**src/rtl/a2b_link_fifo_if.sv**
```systemverilog
// Handshake bundle for the moduleA -> moduleB elastic buffer.
// The producer side (in_*) and the consumer side (out_*) travel together so that
// the buffer exposes a single bus port. The buffer uses the slave view and the
// surrounding logic uses the master view.
interface a2b_link_fifo_if #(
  parameter int DATA_WIDTH = 32
);
  logic [DATA_WIDTH-1:0] in_data;
  logic                  in_valid;
  logic                  in_ready;
  logic [DATA_WIDTH-1:0] out_data;
  logic                  out_valid;
  logic                  out_ready;

  modport master (
    output in_data, in_valid, out_ready,
    input  in_ready, out_data, out_valid
  );

  modport slave (
    input  in_data, in_valid, out_ready,
    output in_ready, out_data, out_valid
  );
endinterface

```
**src/rtl/a2b_link_fifo.sv**
```systemverilog
// Elastic first-word-fall-through buffer between moduleA and moduleB.
// It uses power-of-two circular storage with a registered in_ready, a synchronous
// flush, and occupancy and high-water status. A small checker module holds the
// structural invariants as concurrent assertions.

module a2b_link_fifo_checker #(
  parameter int DEPTH     = 4,
  parameter int CNT_WIDTH = 3
) (
  input logic                 clk,
  input logic                 rst,
  input logic                 push,
  input logic                 pop,
  input logic [CNT_WIDTH-1:0] level,
  input logic [CNT_WIDTH-1:0] high_water
);
  localparam logic [CNT_WIDTH-1:0] DEPTH_C = CNT_WIDTH'(DEPTH);

  a_no_push_full: assert property (@(posedge clk) disable iff (rst) !(push && (level == DEPTH_C)));
  a_no_pop_empty: assert property (@(posedge clk) disable iff (rst) !(pop && (level == '0)));
  a_level_bound:  assert property (@(posedge clk) disable iff (rst) level <= DEPTH_C);
  a_hw_ge_level:  assert property (@(posedge clk) disable iff (rst) high_water >= level);
endmodule

module a2b_link_fifo #(
  parameter int  DATA_WIDTH = 32,
  parameter int  DEPTH      = 4,
  localparam int CNT_WIDTH  = $clog2(DEPTH) + 1
) (
  input  logic                 clk,
  input  logic                 rst,
  input  logic                 flush,
  a2b_link_fifo_if.slave       bus,
  output logic [CNT_WIDTH-1:0] level,
  output logic [CNT_WIDTH-1:0] high_water
);
  localparam int                   PTR_WIDTH = $clog2(DEPTH);
  localparam logic [CNT_WIDTH-1:0] DEPTH_C   = CNT_WIDTH'(DEPTH);

  logic [DATA_WIDTH-1:0] mem_r [DEPTH];
  logic [PTR_WIDTH-1:0]  wr_ptr_r;
  logic [PTR_WIDTH-1:0]  rd_ptr_r;
  logic [CNT_WIDTH-1:0]  level_r;
  logic [CNT_WIDTH-1:0]  high_water_r;
  logic                  in_ready_r;

  logic [CNT_WIDTH-1:0]  level_nxt_s;
  logic [CNT_WIDTH-1:0]  high_water_nxt_s;
  logic                  push_s;
  logic                  pop_s;
  logic                  out_valid_s;

  // A push requires the registered ready. A full buffer therefore refuses
  // input even when a pop happens in the same cycle.
  assign out_valid_s = (level_r != '0);
  assign push_s      = bus.in_valid & in_ready_r;
  assign pop_s       = out_valid_s & bus.out_ready;

  // Compute the next occupancy and the running maximum of occupancy.
  always_comb begin
    level_nxt_s      = level_r;
    high_water_nxt_s = high_water_r;
    case ({push_s, pop_s})
      2'b10:   level_nxt_s = level_r + CNT_WIDTH'(1);
      2'b01:   level_nxt_s = level_r - CNT_WIDTH'(1);
      default: level_nxt_s = level_r;
    endcase
    if (level_nxt_s > high_water_r) begin
      high_water_nxt_s = level_nxt_s;
    end else begin
      high_water_nxt_s = high_water_r;
    end
  end

  // Update pointers, occupancy, high-water and ready. A flush clears all of
  // them and reopens the input, and any transfer in that cycle is discarded.
  always_ff @(posedge clk or posedge rst) begin
    if (rst) begin
      wr_ptr_r     <= '0;
      rd_ptr_r     <= '0;
      level_r      <= '0;
      high_water_r <= '0;
      in_ready_r   <= 1'b0;
    end else if (flush) begin
      wr_ptr_r     <= '0;
      rd_ptr_r     <= '0;
      level_r      <= '0;
      high_water_r <= '0;
      in_ready_r   <= 1'b1;
    end else begin
      if (push_s) begin
        wr_ptr_r <= wr_ptr_r + PTR_WIDTH'(1);
      end
      if (pop_s) begin
        rd_ptr_r <= rd_ptr_r + PTR_WIDTH'(1);
      end
      level_r      <= level_nxt_s;
      high_water_r <= high_water_nxt_s;
      in_ready_r   <= (level_nxt_s < DEPTH_C);
    end
  end

  // Write the storage array. It is not reset, because entries are only
  // visible once they are counted in the occupancy.
  always_ff @(posedge clk) begin
    if (push_s && !flush) begin
      mem_r[wr_ptr_r] <= bus.in_data;
    end
  end

  // The head is read combinationally (fall-through) and forced to zero while
  // the buffer is empty, so reset never exposes stale RAM contents.
  assign bus.in_ready  = in_ready_r;
  assign bus.out_valid = out_valid_s;
  assign bus.out_data  = out_valid_s ? mem_r[rd_ptr_r] : '0;
  assign level         = level_r;
  assign high_water    = high_water_r;

  a2b_link_fifo_checker #(
    .DEPTH     (DEPTH),
    .CNT_WIDTH (CNT_WIDTH)
  ) u_checker (
    .clk        (clk),
    .rst        (rst),
    .push       (push_s),
    .pop        (pop_s),
    .level      (level_r),
    .high_water (high_water_r)
  );
endmodule

```
**src/flat_wrapper.sv**
```systemverilog
// flat-port wrapper written by rule: the top's interface ports become plain ports
module a2b_link_fifo_flat 
#(
  parameter int  DATA_WIDTH = 32,
  parameter int  DEPTH      = 4,
  localparam int CNT_WIDTH  = $clog2(DEPTH) + 1
)
  (clk, rst, flush, level, high_water, bus_in_data, bus_in_valid, bus_out_ready, bus_in_ready, bus_out_data, bus_out_valid);
  a2b_link_fifo_if #(.DATA_WIDTH(DATA_WIDTH)) bus_i ();
  input  logic clk;
  input  logic rst;
  input  logic flush;
  output logic [CNT_WIDTH-1:0] level;
  output logic [CNT_WIDTH-1:0] high_water;
  input wire logic [$bits(bus_i.in_data)-1:0] bus_in_data;
  input wire logic [$bits(bus_i.in_valid)-1:0] bus_in_valid;
  input wire logic [$bits(bus_i.out_ready)-1:0] bus_out_ready;
  output wire logic [$bits(bus_i.in_ready)-1:0] bus_in_ready;
  output wire logic [$bits(bus_i.out_data)-1:0] bus_out_data;
  output wire logic [$bits(bus_i.out_valid)-1:0] bus_out_valid;
  assign bus_i.in_data = bus_in_data;
  assign bus_i.in_valid = bus_in_valid;
  assign bus_i.out_ready = bus_out_ready;
  assign bus_in_ready = bus_i.in_ready;
  assign bus_out_data = bus_i.out_data;
  assign bus_out_valid = bus_i.out_valid;
  a2b_link_fifo #(.DATA_WIDTH(DATA_WIDTH), .DEPTH(DEPTH)) u_core (.clk(clk), .rst(rst), .flush(flush), .bus(bus_i), .level(level), .high_water(high_water));
endmodule
```
**config.mk**
```make
export PLATFORM = sky130hd
export DESIGN_NAME = a2b_link_fifo_flat
export DESIGN_NICKNAME = d
export VERILOG_FILES = /design/src/rtl/a2b_link_fifo_if.sv /design/src/rtl/a2b_link_fifo.sv /design/src/flat_wrapper.sv
export SDC_FILE = /design/constraint.sdc
export NUM_CORES = 1
export LEC_CHECK = 0
export CORE_ASPECT_RATIO = 1.75
export CORE_MARGIN = 4
export CORE_UTILIZATION = 58
export DETAILED_ROUTE_END_ITERATION = 16
export PLACE_DENSITY = 0.84
export SYNTH_ARGS = -nofsm -noshare
export SYNTH_HDL_FRONTEND = slang
export SYNTH_HIERARCHICAL = 1
export SYNTH_SLANG_ARGS = --single-unit
```
**constraint.sdc**
```tcl
create_clock -name clk -period 8.7 [get_ports clk]
set_input_delay 0.87 -clock clk [delete_from_list [all_inputs] [get_ports clk]]
set_output_delay 0.87 -clock clk [all_outputs]
set_load 0.005 [all_outputs]
```
### Word level (Yosys, flattened, before mapping)

Memory sizes are Yosys's and may differ from the RTL's.
Index checks and enable logic that the tools add are counted.

| storage, ports and cells | value |
|---|---|
| bits in registers | 11 |
| memory bits (writable) | 128 |
| input port bits | 37 |
| output and inout port bits | 40 |
| word-level logic and storage cells | 34 |
| memories | 1 |

| cells by class | value |
|---|---|
| add/sub/neg operators | 4 |
| $lt $le $gt $ge | 2 |
| equal/unequal tests | 2 |
| mux-type cells | 12 |
| bitwise operators | 2 |
| reductions and logical operators | 6 |

Memories:

| name | words | bits a word | read ports | clocked after memory_dff | write ports | RTL line | source |
|---|---|---|---|---|---|---|---|
| u_core.mem_r | 4 | 32 | 1 | 0 | 1 | a2b_link_fifo.sv:40 | `logic [DATA_WIDTH-1:0] mem_r [DEPTH];` |

Operators with widths:

| operator | number |
|---|---|
| $mux 32 | 1 |
| $mux 3 | 3 |
| $mux 2 | 4 |
| $pmux 3 s2 | 1 |
| $reduce_bool 2->1 | 3 |
| $add 2x1->2 const B | 2 |
| $add 3x1->3 const B | 1 |
| $gt 3x3->1 | 1 |
| $lt 3x3->1 const B | 1 |
| $mux 1 | 3 |
| $reduce_bool 3->1 | 1 |
| $sub 3x1->3 const B | 1 |
| $and 1x1->1 | 2 |
| $eq 2x1->1 const B | 1 |
| $eq 2x2->1 const B | 1 |
| $logic_and 1x1->1 | 1 |
| $logic_not 1->1 | 1 |

### Logic depth before layout (Yosys ltp)

Gate-level depths: netlist of run 1.

| logic depth | value |
|---|---|
| depth after elaboration | 7 |
| mapped depth | 14 |
| depth with buffers taken out | 13 |

### Worst setup path after synthesis of run 1

No wires, ideal clock.

| timing path | value |
|---|---|
| path type | flip-flop to flip-flop |
| start point | register u_core.level_r[1] (netlist: u_core/level[1]) |
| end point | register u_core.high_water_r[2] (netlist: u_core/high_water[2]) |
| library setup time | 94 ps |
| data arrival time | 3183 ps |
| required time | 8606 ps |
| path slack | 5423 ps |
| cell stages (with the launch flop) | 15 |
| buffers on the path | 1 |
| period minus slack after synthesis | 3277 ps |
| path through | dfrtp_1 -> or3_1 -> clkbuf_1 -> and2_1 -> ha_1 -> fa_1 -> xnor2_1 -> nor2_1 -> xnor2_1 -> inv_1 -> ha_1 -> and3_1 -> a21oi_1 -> nor2_1 -> a211oi_1 |

| on the way | value |
|---|---|
| word-level cells in the longest chain between the ends | 6 |
| elaborated cells between the ends (all ways) | 11 |
| those cells by class | 2 x add/sub; 1 x order compare; 2 x eq/ne; 3 x mux; 1 x bitwise; 2 x reduce/logical |

RTL lines:

| what | RTL line | source |
|---|---|---|
| start, declared | a2b_link_fifo.sv:43 | `logic [CNT_WIDTH-1:0] level_r;` |
| start signal, assigned | a2b_link_fifo.sv:97 | `level_r <= level_nxt_s;` |
| $reduce_bool 3->1 | a2b_link_fifo.sv:55 | `assign out_valid_s = (level_r != '0);` |
| $and 1x1->1 | a2b_link_fifo.sv:57 | `assign pop_s = out_valid_s & bus.out_ready;` |
| $eq 2x1->1 or $eq 2x2->1 (tied branches) | a2b_link_fifo.sv:63 | `case ({push_s, pop_s})` |
| $pmux 3 s2 (*) | a2b_link_fifo.sv:63 |  |
| $gt 3x3->1 or $mux 3 (tied branches) | a2b_link_fifo.sv:68 | `if (level_nxt_s > high_water_r) begin` |
| $reduce_bool 2->1 (no line) or $mux 3 (tied branches) | -- |  |
| end signal, assigned | a2b_link_fifo.sv:98 | `high_water_r <= high_water_nxt_s;` |
| end, declared | a2b_link_fifo.sv:44 | `logic [CNT_WIDTH-1:0] high_water_r;` |

Every way passes the cells marked *; elsewhere a longest branch is shown, timed or not. The select of a mux whose other input is x is not followed.
A chain may end at the register's enable or synchronous reset.

### Worst setup path in the final report of run 1

| timing path | value |
|---|---|
| start point | register u_core.rd_ptr_r[0] |
| end point | output port bus_out_data[29] |

| on the way | value |
|---|---|
| word-level cells in the longest chain between the ends | 2 |

RTL lines:

| what | RTL line | source |
|---|---|---|
| start, declared | a2b_link_fifo.sv:42 | `logic [PTR_WIDTH-1:0] rd_ptr_r;` |
| start signal, assigned | a2b_link_fifo.sv:95 | `rd_ptr_r <= rd_ptr_r + PTR_WIDTH'(1);` |
| $mem_v2 4x32 | -- |  |
| $mux 32 | a2b_link_fifo.sv:115 | `assign bus.out_data = out_valid_s ? mem_r[rd_ptr_r] : '0;` |
| end, declared | flat_wrapper.sv:19 | `output wire logic [$bits(bus_i.out_data)-1:0] bus_out_data;` |

No other way between the ends.

==> results of run 1 <==
==> kinds of logic after synthesis <==
kind of cell               share of synthesized area
buffers and inverters                         0.0244
muxes                                          0.135
DFF                                            0.745
and+or+nand+nor                               0.0584
adders and majority gates                     0.0217
xor gates and xnor gates                     0.00950
AOI/OAI and AO/OA                            0.00633
==> worst register-to-register path: stages, from the launching register on <==
cell      delay [ns]
dfrtp_1         0.42
or3_1           0.41
and2_1          0.21
ha_1            0.25
fa_1            0.39
xnor2_1         0.18
nor2_1          0.07
xnor2_1         0.33
inv_1           0.08
ha_1            0.31
and3_1          0.17
a21oi_1         0.36
nor2_1          0.08
a211oi_1        0.25
==> cell type report <==
class,count,area [um2],area share
multi-input combinational,111,1280,0.186
tap,120,150,0.0218
clock buffer,29,510,0.0743
sequential,139,4120,0.600
timing repair buffer,77,768,0.112
clock inverter,3,15.0,0.00218
inverter,7,26.3,0.00382
==> metrics by stage <==
stage	std cells	utilization	instance area (um2)
CTS	486	0.746	6870
detailed placement	454	0.689	6350
global route	486	0.746	6870
global placement	454	0.689	6350
floorplan	270	-	5530
finish	486	0.746	6870
==> Yosys cell counts <==
| cell type | number |
|---|---|
| nor2_1 | 9 |
| or2_2 | 1 |
| xor2_1 | 2 |
| or3_1 | 1 |
| a211oi_1 | 1 |
| nand3b_1 | 1 |
| mux4_1 | 4 |
| clkbuf_1 | 6 |
| mux4_2 | 28 |
| buf_12 | 3 |
| ha_1 | 8 |
| o21ai_0 | 1 |
| nand2_1 | 4 |
| edfxtp_1 | 128 |
| nand3_1 | 2 |
| dfrtp_1 | 11 |
| and2_1 | 37 |
| inv_1 | 7 |
| mux2i_1 | 1 |
| buf_6 | 1 |
| fa_1 | 1 |
| buf_2 | 3 |
| nand2b_1 | 1 |
| xnor2_1 | 4 |
| o31ai_1 | 1 |
| a21oi_1 | 3 |
| and3_1 | 1 |
==> sequential cells by signal (all words and copies together), names as in the netlist <==
signal / flops
u_core/rd_ptr_r: 2
u_core/high_water: 3
u_core/wr_ptr_r: 2
u_core/level: 3
u_core/bus.in_ready: 1
u_core/mem_r: 128
==> worst min-delay path by stage <==
stage,slack (ns),cells past startpoint,startpoint,endpoint
after global routing,0.58,2,u_core/bus.in_ready,u_core/wr_ptr_r[1]
final,0.57,2,u_core/bus.in_ready,u_core/wr_ptr_r[1]
after detailed placement,0.56,2,u_core/bus.in_ready,u_core/wr_ptr_r[1]
after CTS,0.57,2,u_core/bus.in_ready,u_core/wr_ptr_r[1]
after global placement,0.55,2,u_core/bus.in_ready,u_core/wr_ptr_r[1]
after floorplan,0.54,2,u_core/wr_ptr_r[1],u_core/wr_ptr_r[1]
==> power breakdown <==
part           switching, W  total, W  internal, W  leakage (nW)
combinational      0.000236  0.000603     0.000367         0.747
clock              0.000233  0.000627     0.000393         0.259
sequential        0.0000694  0.000861     0.000792          1.30
==> per-layer routing <==
| layer | track usage | vias up | routed length, um | share of wire |
|---|---|---|---|---|
| met4 | 0.0665 | 0 | 91 | 0.0095 |
| li1 | - | 1224 | - | - |
| met1 | 0.221 | 1353 | 3580 | 0.37 |
| met3 | 0.0596 | 7 | 455 | 0.047 |
| met5 | 0 | - | 0 | 0 |
| met2 | 0.336 | 72 | 5510 | 0.57 |
==> summary.txt, run 1 <==
Die
  • Die Area: around 11000 um2
  • Site Rows: 46
  • Die W: 81.8 um
  • Boundary Pins: slightly below 80
  • Core area: approximately 9200 um2
  • Die height: between 100 and 150 um
  • Initial Utilization: 0.601

Run status
  • Status: finished clean

Worst hold path
  • Worst hold path class: flip-flop to flip-flop

Layout
  • Layout area overhead: 24.3%
  • Filler instances: between 500 and 600
  • Layout cells sized above 1: 0.164
  • Net count, final: approximately 400
  • Commonest non-fill, non-tap cell in the layout: edfxtp_1
  • Number of diodes: 0
  • Commonest non-fill, non-tap cells in the layout: 128 x edfxtp_1, 76 x clkdlybuf4s50_1, 33 x and2_1

Yosys
  • Post-synth top area share: 0.695
  • Warnings from Yosys: 6
  • Synthesized area: roughly 5500 um2
  • Cell taking the most area after synthesis: edfxtp_1
  • Syn Inst Count: 270
  • Mapped Avg Cell Area: between 20 and 25 um2
  • Seq/Total Area, Yosys: 0.745
  • Post-synthesis cell type count: 27
  • Syn_nets: 316
  • FF+latch count, synth: 139
  • Synth area leaders: edfxtp_1 70%, mux4_2 11%, dfrtp_1 5.0%

Detailed routing
  • DRC violations left: 0
  • Routed WL per cell: ~20 um
  • DR pass1 iterations: 4
  • Vias: 2656
  • Final wirelength: between 9000 and 10000 um
  • Via density: around 5.5
  • Iteration-0 DRC count of the detailed router: 140
  • Antenna viol nets, final: 0

STA
  • Setup Viol. Count Final: 0
  • Final hold viol count: 0
  • Clk_skew: 0.00685 ns
  • Final min period: 3.68 ns
  • Final TNS setup: 0 ns
  • Final count of pins violating max slew: 0
  • RSZ-0062 raised after global routing: false
  • Max Freq: between 0.2 and 0.3 GHz
  • Worst-Margin Slew: between 1 and 1.5 ns
  • Crit share post-route: 0.423
  • WHS: about 0.57 ns
  • Final setup margin: approximately 5.0 ns
  • Max-Slew Margin vs Limit: 0.244

Place
  • DP Wirelength: between 5000 and 6000 um
  • Routability cong.: approximately 0.77
  • PortBufs: 76
  • Place WS: 4.69 ns

Critical path
  • CP Depth: 3
  • Critical Path End Type: primary output
  • Worst path required time: between 7 and 8 ns
  • FF-to-FF Start: u_core/level[1]
  • Worst Path Max Fanout: 34
  • CP startpoint kind: flip-flop
  • Reg2Reg Depth: 13
  • Critical path class: flip-flop to primary output
  • Slowest stage cell on the critical path: dfrtp_2
  • Worst path top cell family by delay: flip-flops
  • CP cell instances: mux4_1 -> and2_1 -> clkdlybuf4s50_1
  • Largest stage delay on the critical path: approximately 1.1 ns
  • Buf/Inv on CP: 1
  • CP Capture Point: bus_out_data[29]
  • CP startpoint: u_core/rd_ptr_r[0]
  • Worst EP arrival: 2.81 ns
  • Setup slack, reg-to-reg: around 5 ns
  • Reg2reg end: u_core/high_water[2]

Clock tree
  • Clock tree buffer depth: 2
  • CTS tree: yes
  • Root buf cell: clkbuf_16
  • Worst-path clk slew: 0.05 ns
  • Post-CTS setup buffer count: 0
  • Post-CTS sizing: 0
  • Worst skew pair latency: ~0.4 ns
  • Total CTS buffers: 17
  • Clk sinks: about 140
  • Post-CTS Hold Fix Bufs: 0
  • H-tree depth: 4

Power
  • Leakage power: 2.31 nW
  • P per Cell Area: 304 nW/um2
  • Overall power: about 0.0021 W
  • VDD IR-drop max: between 300 and 400 uV

Global route
  • Largest net degree at the start of global routing: 35
  • Grt ovf: 0
  • Initial antenna violation count: 0
  • First-pass GRT wire length: between 15000 and 20000 um
  • Overall global routing resource usage: 0.192
  • Vias in the first global route: roughly 2.9k

Run
  • Maxcap violations: 0
No activity file was read; power rests on OpenSTA's default activity.
==> inputs of run 2 (changes only) <==
Settings changed: CORE_UTILIZATION 58 to 54, PLACE_DENSITY 0.84 to 0.79.
Clock period 8.7 ns to 3.6 ns, I/O delays scaled along.
==> summary.txt, run 2 (synthesized netlist as in run 1, its figures left out) <==
Detailed routing
  • Iteration-0 DRC count of the detailed router: 125 (-11%)
  • Routed WL per cell: 19.8 um (about the same)
  • DRC violations left: 0 (unchanged)
  • Final wirelength: 9760 um (+1.4%)
  • Vias: 2688 (+1.2%)
  • Antenna viol nets, final: 0 (unchanged)
  • Via density: 5.45 (-0.23%)
  • DR pass1 iterations: 4 (unchanged)

Global route
  • First-pass GRT wire length: 15300 um (-0.22%)
  • Vias in the first global route: 2960 (+1.8%)
  • Largest net degree at the start of global routing: 35 (unchanged)
  • Grt ovf: 0 (unchanged)
  • Initial antenna violation count: 0 (unchanged)
  • Overall global routing resource usage: 0.175 (-0.0175)

Critical path
  • Slowest stage cell on the critical path: dfrtp_1
  • Critical Path End Type: flip-flop
  • Setup slack, reg-to-reg: 0.24 ns (-4.85 ns)
  • Worst path required time: 3.91 ns (-3.92 ns)
  • Worst Path Max Fanout: 6 (-82%)
  • Worst path top cell family by delay: adder cells
  • Largest stage delay on the critical path: 0.42 ns (-0.70 ns)
  • CP cell instances: or3_1 -> and2_1 -> ha_1 -> fa_1 -> xnor2_1 -> nor2_1 -> xnor2_1 -> inv_1 -> ha_1 -> and3_1 -> a21oi_2 -> nor2_1 -> a211oi_1
  • CP startpoint kind: flip-flop
  • Critical path class: flip-flop to flip-flop
  • Buf/Inv on CP: 1 (unchanged)
  • Worst EP arrival: 3.67 ns (+0.86 ns)

Layout
  • Net count, final: 401 (+0.50%)
  • Utilization after layout: 0.704 (-0.0425)
  • Max reg flops: 128 (unchanged)
  • Layout cells sized above 1: 0.185 (+0.0208)
  • Post-route cell area: 7020 um2 (+2.1%)
  • Layout area overhead: 26.9%
  • Commonest non-fill, non-tap cells in the layout: 128 x edfxtp_1, 76 x clkdlybuf4s50_1, 33 x and2_1
  • Reg with most FFs: u_core/mem_r
  • Number of diodes: 0 (unchanged)
  • Filler instances: 680 (+22%)
  • Commonest non-fill, non-tap cell in the layout: edfxtp_1

Die
  • Die W: 84.5 um (+3.3%)
  • Die height: 142 um (+3.4%)
  • Die Area: 12000 um2 (+6.8%)
  • Boundary Pins: 77 (unchanged)
  • Site Rows: 48 (+4.3%)
  • Initial Utilization: 0.555 (-0.0458)
  • Core area: 9970 um2 (+8.3%)

Clock tree
  • Clock tree buffer depth: 2 (unchanged)
  • Post-CTS Hold Fix Bufs: 0 (unchanged)
  • Worst skew pair latency: 0.40 ns (about the same)
  • CTS tree: yes
  • Root buf cell: clkbuf_16
  • Total CTS buffers: 17 (unchanged)
  • Worst-path clk slew: 0.06 ns (about the same)
  • H-tree depth: 4 (unchanged)
  • Clk sinks: 139 (unchanged)

Place
  • DP Wirelength: 5970 um (+3.4%)
  • Routability cong.: 0.742 (-3.4%)
  • Placed cell area: 6380 um2 (+0.53%)
  • PortBufs: 76 (unchanged)

Run status
  • Status: finished clean

STA
  • Setup Viol. Count Final: 0 (unchanged)
  • Final min period: 3.36 ns
  • Worst-Margin Slew: 0.933 ns (-0.200 ns)
  • Max Freq: 0.298 GHz
  • Clk_skew: 0.00725 ns (+0.000401 ns)
  • RSZ-0062 raised after global routing: false
  • Final hold viol count: 0 (unchanged)
  • Final count of pins violating max slew: 0 (unchanged)
  • Max-Slew Margin vs Limit: 0.378 (+0.134)
  • Final TNS setup: 0 ns (unchanged)
  • Crit share post-route: 0.934

Power
  • VDD IR-drop max: 674 uV (+99%)
  • Overall power: 0.00541 W (+160%)
  • P per Cell Area: 771 nW/um2 (+150%)
  • Leakage power: 2.37 nW (+2.7%)

Run
  • Maxcap violations: 0 (unchanged)

Worst hold path
  • Worst hold path class: primary input to asynchronous set/reset pin
## run 2: worst paths after layout
path | start | to | cells after the start
setup reg to reg | u_core/level[1] | u_core/high_water[2] | 13
hold reg to reg | u_core/bus.in_ready | u_core/wr_ptr_r[1] | 2
setup / recovery | u_core/level[1] | u_core/high_water[2] | 13
max in group asynchronous | rst | u_core/rd_ptr_r[0] | 2
hold / removal | rst | u_core/level[1] | 2
min in group clk | u_core/bus.in_ready | u_core/wr_ptr_r[1] | 2
## run 2: what timing repair did
item,CTS,global route
endpoints found under the setup margin,0,1
resized for setup,0,1
setup buffers,0,0
## run 2: worst register-to-register path, cell delays in order, from the launching register on
cell	delay [ns]
dfrtp_1	0.42
or3_1	0.40
and2_1	0.20
ha_1	0.25
fa_1	0.41
xnor2_1	0.16
nor2_1	0.06
xnor2_1	0.29
inv_1	0.08
ha_1	0.30
and3_1	0.18
a21oi_2	0.21
nor2_1	0.07
a211oi_1	0.22
## run 2: cell type report
class	count	area, um2	area share
sequential	139	4120	0.587
multi-input combinational	111	1280	0.183
timing repair buffer	79	796	0.113
clock buffer	19	433	0.0617
clock inverter	13	199	0.0284
tap	125	156	0.0223
inverter	7	26.3	0.00374
## run 2: power breakdown
group	switching [W]	leakage [nW]	internal [W]
logic	0.000677	0.761	0.000920
clock network	0.000595	0.308	0.00122
registers	0.0000804	1.30	0.00191
## run 2: per-stage QoR
stage | worst slack [ns] | hold WS (ns) | std cells
floorplan | 0.323 | 0.212 | 270
global route | 0.0154 | 0.287 | 493
CTS | 0.108 | 0.250 | 493
detailed placement | 0.0972 | 0.555 | 461
finish | 0.239 | 0.258 | 493
global placement | 0.284 | 0.534 | 461
## run 2: per-layer routing
layer,up-vias,track usage,wire (um)
met4,0,0.0676,165
li1,1230,-,-
met3,14,0.0552,389
met5,-,0,0
met2,71,0.320,5660
met1,1373,0.185,3550
